## src/rtl/wb_pkg.sv

```systemverilog
// Shared writeback-stage encodings: GRF write source and load-size codes.
// The decoder that drives GRF_write and operand_type uses the same constants.
package wb_pkg;

    localparam logic [3:0] WB_SRC_ALU  = 4'd0;
    localparam logic [3:0] WB_SRC_DM   = 4'd1;
    localparam logic [3:0] WB_SRC_LINK = 4'd2;

    localparam logic [3:0] LD_W  = 4'd0;
    localparam logic [3:0] LD_B  = 4'd1;
    localparam logic [3:0] LD_BU = 4'd2;
    localparam logic [3:0] LD_H  = 4'd3;
    localparam logic [3:0] LD_HU = 4'd4;

endpackage

```

## src/rtl/load_extender.sv

```systemverilog
// Sub-word load selection and sign/zero extension of an aligned DM word.
module load_extender
    import wb_pkg::*;
(
    input  logic [31:0] raw,
    input  logic [1:0]  offset,
    input  logic [3:0]  load_type,
    output logic [31:0] ext_data
);

    logic [31:0] shifted;
    logic [7:0]  byte_val;
    logic [15:0] half_val;

    always_comb begin
        shifted  = raw >> {offset, 3'b000};
        byte_val = shifted[7:0];
        // Halves ignore offset[0]: only the two aligned halves are selectable.
        half_val = offset[1] ? raw[31:16] : raw[15:0];
        unique case (load_type)
            LD_B:    ext_data = {{24{byte_val[7]}}, byte_val};
            LD_BU:   ext_data = {24'd0, byte_val};
            LD_H:    ext_data = {{16{half_val[15]}}, half_val};
            LD_HU:   ext_data = {16'd0, half_val};
            default: ext_data = raw;
        endcase
    end

endmodule

```

## src/rtl/wb_stage_grf.sv

```systemverilog
// MIPS writeback stage: source mux, 32x32 GRF with same-cycle bypass, WB forwarding tap,
// registered retire trace and retired-write counter.
module wb_stage_grf
    import wb_pkg::*;
#(
    parameter int unsigned PC_LINK_OFFSET = 8,
    parameter int unsigned DATA_W         = 32
) (
    input  logic              clk,
    input  logic              reset,
    input  logic              reg_write_WB_IN,
    input  logic [4:0]        dst_addr_WB_IN,
    input  logic [3:0]        GRF_write_WB_IN,
    input  logic [3:0]        operand_type_WB_IN,
    input  logic [DATA_W-1:0] ALUOut_WB_IN,
    input  logic [DATA_W-1:0] DMOut_WB_IN,
    input  logic [DATA_W-1:0] PCAddr_WB_IN,
    input  logic [4:0]        RsAddr_D,
    input  logic [4:0]        RtAddr_D,
    output logic [DATA_W-1:0] Rs_D,
    output logic [DATA_W-1:0] Rt_D,
    output logic              fwd_valid_WB,
    output logic [4:0]        fwd_addr_WB,
    output logic [DATA_W-1:0] fwd_data_WB,
    output logic              retire_valid,
    output logic [DATA_W-1:0] retire_pc,
    output logic [4:0]        retire_addr,
    output logic [DATA_W-1:0] retire_data,
    output logic [DATA_W-1:0] retire_count
);

    logic              we;
    logic [DATA_W-1:0] load_data;
    logic [DATA_W-1:0] wb_data;

    // Entry 0 is never written, so it stays at its reset value of zero.
    logic [DATA_W-1:0] grf_q [32];

    logic              retire_valid_q;
    logic [DATA_W-1:0] retire_pc_q;
    logic [4:0]        retire_addr_q;
    logic [DATA_W-1:0] retire_data_q;
    logic [DATA_W-1:0] retire_count_q;

    load_extender u_load_extender (
        .raw       (DMOut_WB_IN),
        .offset    (ALUOut_WB_IN[1:0]),
        .load_type (operand_type_WB_IN),
        .ext_data  (load_data)
    );

    always_comb begin
        we = reg_write_WB_IN && (dst_addr_WB_IN != 5'd0);
        unique case (GRF_write_WB_IN)
            WB_SRC_DM:   wb_data = load_data;
            WB_SRC_LINK: wb_data = PCAddr_WB_IN + DATA_W'(PC_LINK_OFFSET);
            default:     wb_data = ALUOut_WB_IN;
        endcase
    end

    always_comb begin
        if (RsAddr_D == 5'd0) begin
            Rs_D = '0;
        end else if (we && (RsAddr_D == dst_addr_WB_IN)) begin
            Rs_D = wb_data;
        end else begin
            Rs_D = grf_q[RsAddr_D];
        end
        if (RtAddr_D == 5'd0) begin
            Rt_D = '0;
        end else if (we && (RtAddr_D == dst_addr_WB_IN)) begin
            Rt_D = wb_data;
        end else begin
            Rt_D = grf_q[RtAddr_D];
        end
    end

    always_comb begin
        fwd_valid_WB = we;
        fwd_addr_WB  = we ? dst_addr_WB_IN : 5'd0;
        fwd_data_WB  = we ? wb_data : '0;
    end

    always_ff @(posedge clk or negedge reset) begin
        if (!reset) begin
            for (int i = 0; i < 32; i++) begin
                grf_q[i] <= '0;
            end
        end else if (we) begin
            grf_q[dst_addr_WB_IN] <= wb_data;
        end
    end

    always_ff @(posedge clk or negedge reset) begin
        if (!reset) begin
            retire_valid_q <= 1'b0;
            retire_pc_q    <= '0;
            retire_addr_q  <= 5'd0;
            retire_data_q  <= '0;
            retire_count_q <= '0;
        end else if (we) begin
            retire_valid_q <= 1'b1;
            retire_pc_q    <= PCAddr_WB_IN;
            retire_addr_q  <= dst_addr_WB_IN;
            retire_data_q  <= wb_data;
            retire_count_q <= retire_count_q + 1'b1;
        end else begin
            retire_valid_q <= 1'b0;
        end
    end

    assign retire_valid = retire_valid_q;
    assign retire_pc    = retire_pc_q;
    assign retire_addr  = retire_addr_q;
    assign retire_data  = retire_data_q;
    assign retire_count = retire_count_q;

endmodule

```

## config.mk

```make
export PLATFORM = sky130hd
export DESIGN_NAME = wb_stage_grf
export DESIGN_NICKNAME = d
export VERILOG_FILES = /design/src/rtl/wb_pkg.sv /design/src/rtl/load_extender.sv /design/src/rtl/wb_stage_grf.sv
export SDC_FILE = /design/constraint.sdc
export NUM_CORES = 2
export LEC_CHECK = 0
export ABC_AREA = 1
export CORE_MARGIN = 3
export CORE_UTILIZATION = 28
export CTS_CLUSTER_SIZE = 14
export DETAILED_ROUTE_END_ITERATION = 16
export DONT_BUFFER_PORTS = 1
export MAX_ROUTING_LAYER = met4
export SETUP_SLACK_MARGIN = 0.3
export SLEW_MARGIN = 40
export SYNTH_ARGS = -nofsm -noshare
export SYNTH_HDL_FRONTEND = slang
export SYNTH_SLANG_ARGS = --single-unit
```

## constraint.sdc

```tcl
create_clock -name clk -period 3.3 [get_ports clk]
set_clock_uncertainty 0.1 [all_clocks]
set_input_delay 0.66 -clock clk [delete_from_list [all_inputs] [get_ports clk]]
set_output_delay 0.66 -clock clk [all_outputs]
set_load 0.05 [all_outputs]
```

==> results.py <==
metrics = {
    "clock_tree": {
        "cts.sinks": 1126,
        "clock_path_buffers": 3,
        "path_clk_slew_ns": 0.06,
        "root_buffer": "clkbuf_16",
        "numCtsBuffers": 131,
        "cts_tree": "done",
        "htree_levels": 4,
        "clk_latency_ns": 0.80,
    },
    "sta": {
        "tightestPinTransition_ns": 1.20,
        "fmax_ghz": 0.259,
        "finalSetupViolCount": 64,
        "tns_ns": -22.11,
        "finalHoldViolations": 0,
        "rsz0062_at_grt": "true",
        "layout_setup_ws_ns": -0.563,
        "period_share_pct": 117,
        "finalMaxSlewViolations": 0,
        "period_minus_slack_ns": 3.86,
        "relSlewSlack_pct": 20.2,
    },
    "critical_path": {
        "worstPathArrival_ns": 3.10,
        "slowest_stage": "clkinv_16",
        "required_ns": 2.54,
        "cp-start-kind": "input port",
        "slowest_delay_ns": 0.32,
        "r2r_setup_slack_ns": 0.98,
        "cp_cell_sequence": "clkinv_16 > buf_16 > buf_16 > buf_6 > buf_6 > a21oi_1 > o21ai_1 > nand3_1 > nand3_2 > nand3_2 > nand2_2 > nor2_2 > buf_4 > nor2_4",
        "crit_buf_inv": 6,
        "crit_family": "buffers and inverters",
        "crit_fanout": 592,
        "end_kind": "primary output",
        "worst-setup-path-type": "input port to primary output",
    },
    "layout": {
        "regArea_um2": 28200,
        "drive_gt1_share_pct": 18.6,
        "layout.nets": 9387,
        "final_util_pct": 36.7,
        "multi_input_area_um2": 34800,
        "mostFrequentLayoutCells": "2779 x nand2_1, 1227 x nand3_1, 1126 x dfrtp_1, 1076 x o21ai_0, 416 x inv_1",
        "final_common_cell": "nand2_1",
        "syn2layout_area_growth_pct": 30.3,
        "fillers": 23000,
        "instances_no_fill": 12400,
    },
    "global_route": {
        "antenna_found_initial": 20,
        "grt_max_degree": 593,
        "grt_pass1_vias": 64800,
        "grt_pass1_wl_um": 434000,
        "grt_overflow": 0,
        "gr-usage-all-layers_pct": 25.0,
    },
    "detailed_routing": {
        "drt_first_pass_iters": 7,
        "drt-initial-drc-count": 9327,
        "avgRoutedWirePerCell_um": 25.1,
        "route.detailed.drc": 0,
        "wl_met1_um": 116000,
        "vias_per_cell": 5.66,
        "ant_nets": 0,
        "met2_length_um": 133000,
        "routed_wl_um": 311000,
        "topRoutingLayerUsed": "met4",
        "routed-via-count": 70100,
        "wl_met3_um": 37000,
    },
    "logic_synthesis": {
        "synth_fp_nets": 9301,
        "synth_area_um2": 64200,
        "ys.warnings.count": 0,
        "ys_seq_area_share_pct": 43.9,
        "synth.distinct_cells": 45,
        "ys_ff_latch": 1126,
        "synth_cells": 9177,
        "syn_area_per_cell_um2": 7.00,
    },
    "status": {
        "violations": "setup timing",
        "outcome": "finished with violations",
    },
    "place": {
        "port-buffer-count": 0,
        "hpwl_um": 179000,
        "gp_congestion": 0.928,
        "dp_cells": 11900,
    },
    "floorplan": {
        "die_x_um": 485,
        "fp.dieH_um": 485,
        "core-area_um2": 228000,
        "die-area_um2": 235000,
        "io_pins": 326,
        "num_rows": 175,
        "start_util_pct": 28.2,
    },
    "power": {
        "power_density_nw_per_um2": 550,
        "ir_drop_mv": 0.480,
        "power.total_uw": 46000,
        "p_leak_uw": 0.0374,
    },
    "worst_hold_path": {
        "hp-class": "input port to flop",
    },
    "run": {
        "cap_violations": 0,
    },
}
flip-flops by register name (all words and copies together), names as in the netlist:
name,count
grf_q,1024
retire_count,32
retire_data,32
retire_pc,32
retire_addr,5
retire_valid,1
power by group:
part | total (uW) | switching [uW] | internal (uW)
registers | 19000 | 2420 | 16600
logic | 11400 | 6980 | 4460
clock network | 15500 | 6290 | 9260
worst reg2reg max path: cells and delay by family, from the launching register on:
kind	cells	cell delay, ns
AND/OR/NAND/NOR	6	1.11
flip-flops	1	0.70
XOR/XNOR	1	0.14
buffers and inverters	1	0.13
synthesized netlist by cell type (all sizes together):
cell,instances,share of area (%)
nor4,1,0.0097
nor3,23,0.20
xor2,22,0.30
or2,18,0.18
nand4,21,0.20
o211ai,65,0.76
a21oi,367,2.9
nand3,1579,12
a22oi,1,0.019
nor2,344,2.2
clkinv,5,0.029
a21boi,4,0.094
inv,461,2.7
o21ai,1267,9.9
nand2,2937,17
ha,2,0.039
o21bai,8,0.099
a31oi,104,1.0
xnor2,15,0.20
clkbuf,417,2.4
nand3b,1,0.012
o21a,2,0.025
dfrtp,1126,44
buf,387,3.2
area by class of cell:
class	count	area share (%)
tap	3009	4.50
sequential	1126	33.7
multi-input combinational	6782	41.5
clock buffer	191	4.80
antenna	16	0.0479
timing repair inverter	1	0.0239
inverter	466	2.21
clock inverter	32	0.556
timing repair buffer	755	12.6
timing repair:
item / in CTS / in global routing
endpoints found under the hold margin: 80 / 0
cloned: 29 / 47
hold buffers: 28 / 0
setup endpoints to repair: 94 / 97
gates resized for setup: 375 / 675
pin swaps: 80 / 224
buffers inserted: 43 / 79
layer usage:
| layer | track usage [%] | up-vias |
|---|---|---|
| li1 | - | 30500 |
| met1 | 31.2 | 33500 |
| met2 | 37.2 | 4964 |
| met3 | 5.20 | 1150 |
| met4 | 15.2 | 0 |
| met5 | - | - |
cell families (layout without fill, tap and decap cells):
| group | Yosys count | in the layout | synth area share, % |
|---|---|---|---|
| simple gates | 4924 | 4925 | 32.5 |
| compound gates | 1818 | 1818 | 14.8 |
| buf+inv | 1270 | 1445 | 8.34 |
| flops | 1126 | 1126 | 43.9 |
| xor+xnor | 37 | 37 | 0.505 |
| fa+ha+maj | 2 | 2 | 0.0390 |
| other cells | 0 | 16 | 0 |
per-stage QoR:
stage / hold WS (ns) / setup slack, ns / cell area, um^2
final: 0.0544 / -0.563 / 83600
after CTS: 0.00907 / -0.279 / 79100
after global routing: 0.0302 / -0.241 / 83600
after global placement: 0.282 / -0.398 / 71500
after detailed placement: 0.289 / -0.368 / 71500
after floorplan: 0.264 / -0.00195 / 64700
path summary, 6_finish.rpt:
kind / from / endpoint / cells after the start
worst min-delay path: PCAddr_WB_IN[21] / retire_pc[21]$_DFFE_PN0P_ / 2
max in group asynchronous: reset / grf_q[924]$_DFFE_PN0P_ / 3
worst max-delay path: RtAddr_D[0] / Rt_D[10] / 14
worst max register to register: retire_count[11]$_DFFE_PN0P_ / retire_count[23]$_DFFE_PN0P_ / 8
worst min register to register: grf_q[1018]$_DFFE_PN0P_ / grf_q[1018]$_DFFE_PN0P_ / 0
min in group asynchronous: reset / grf_q[425]$_DFFE_PN0P_ / 2
Power figures use the tool's default switching activity.
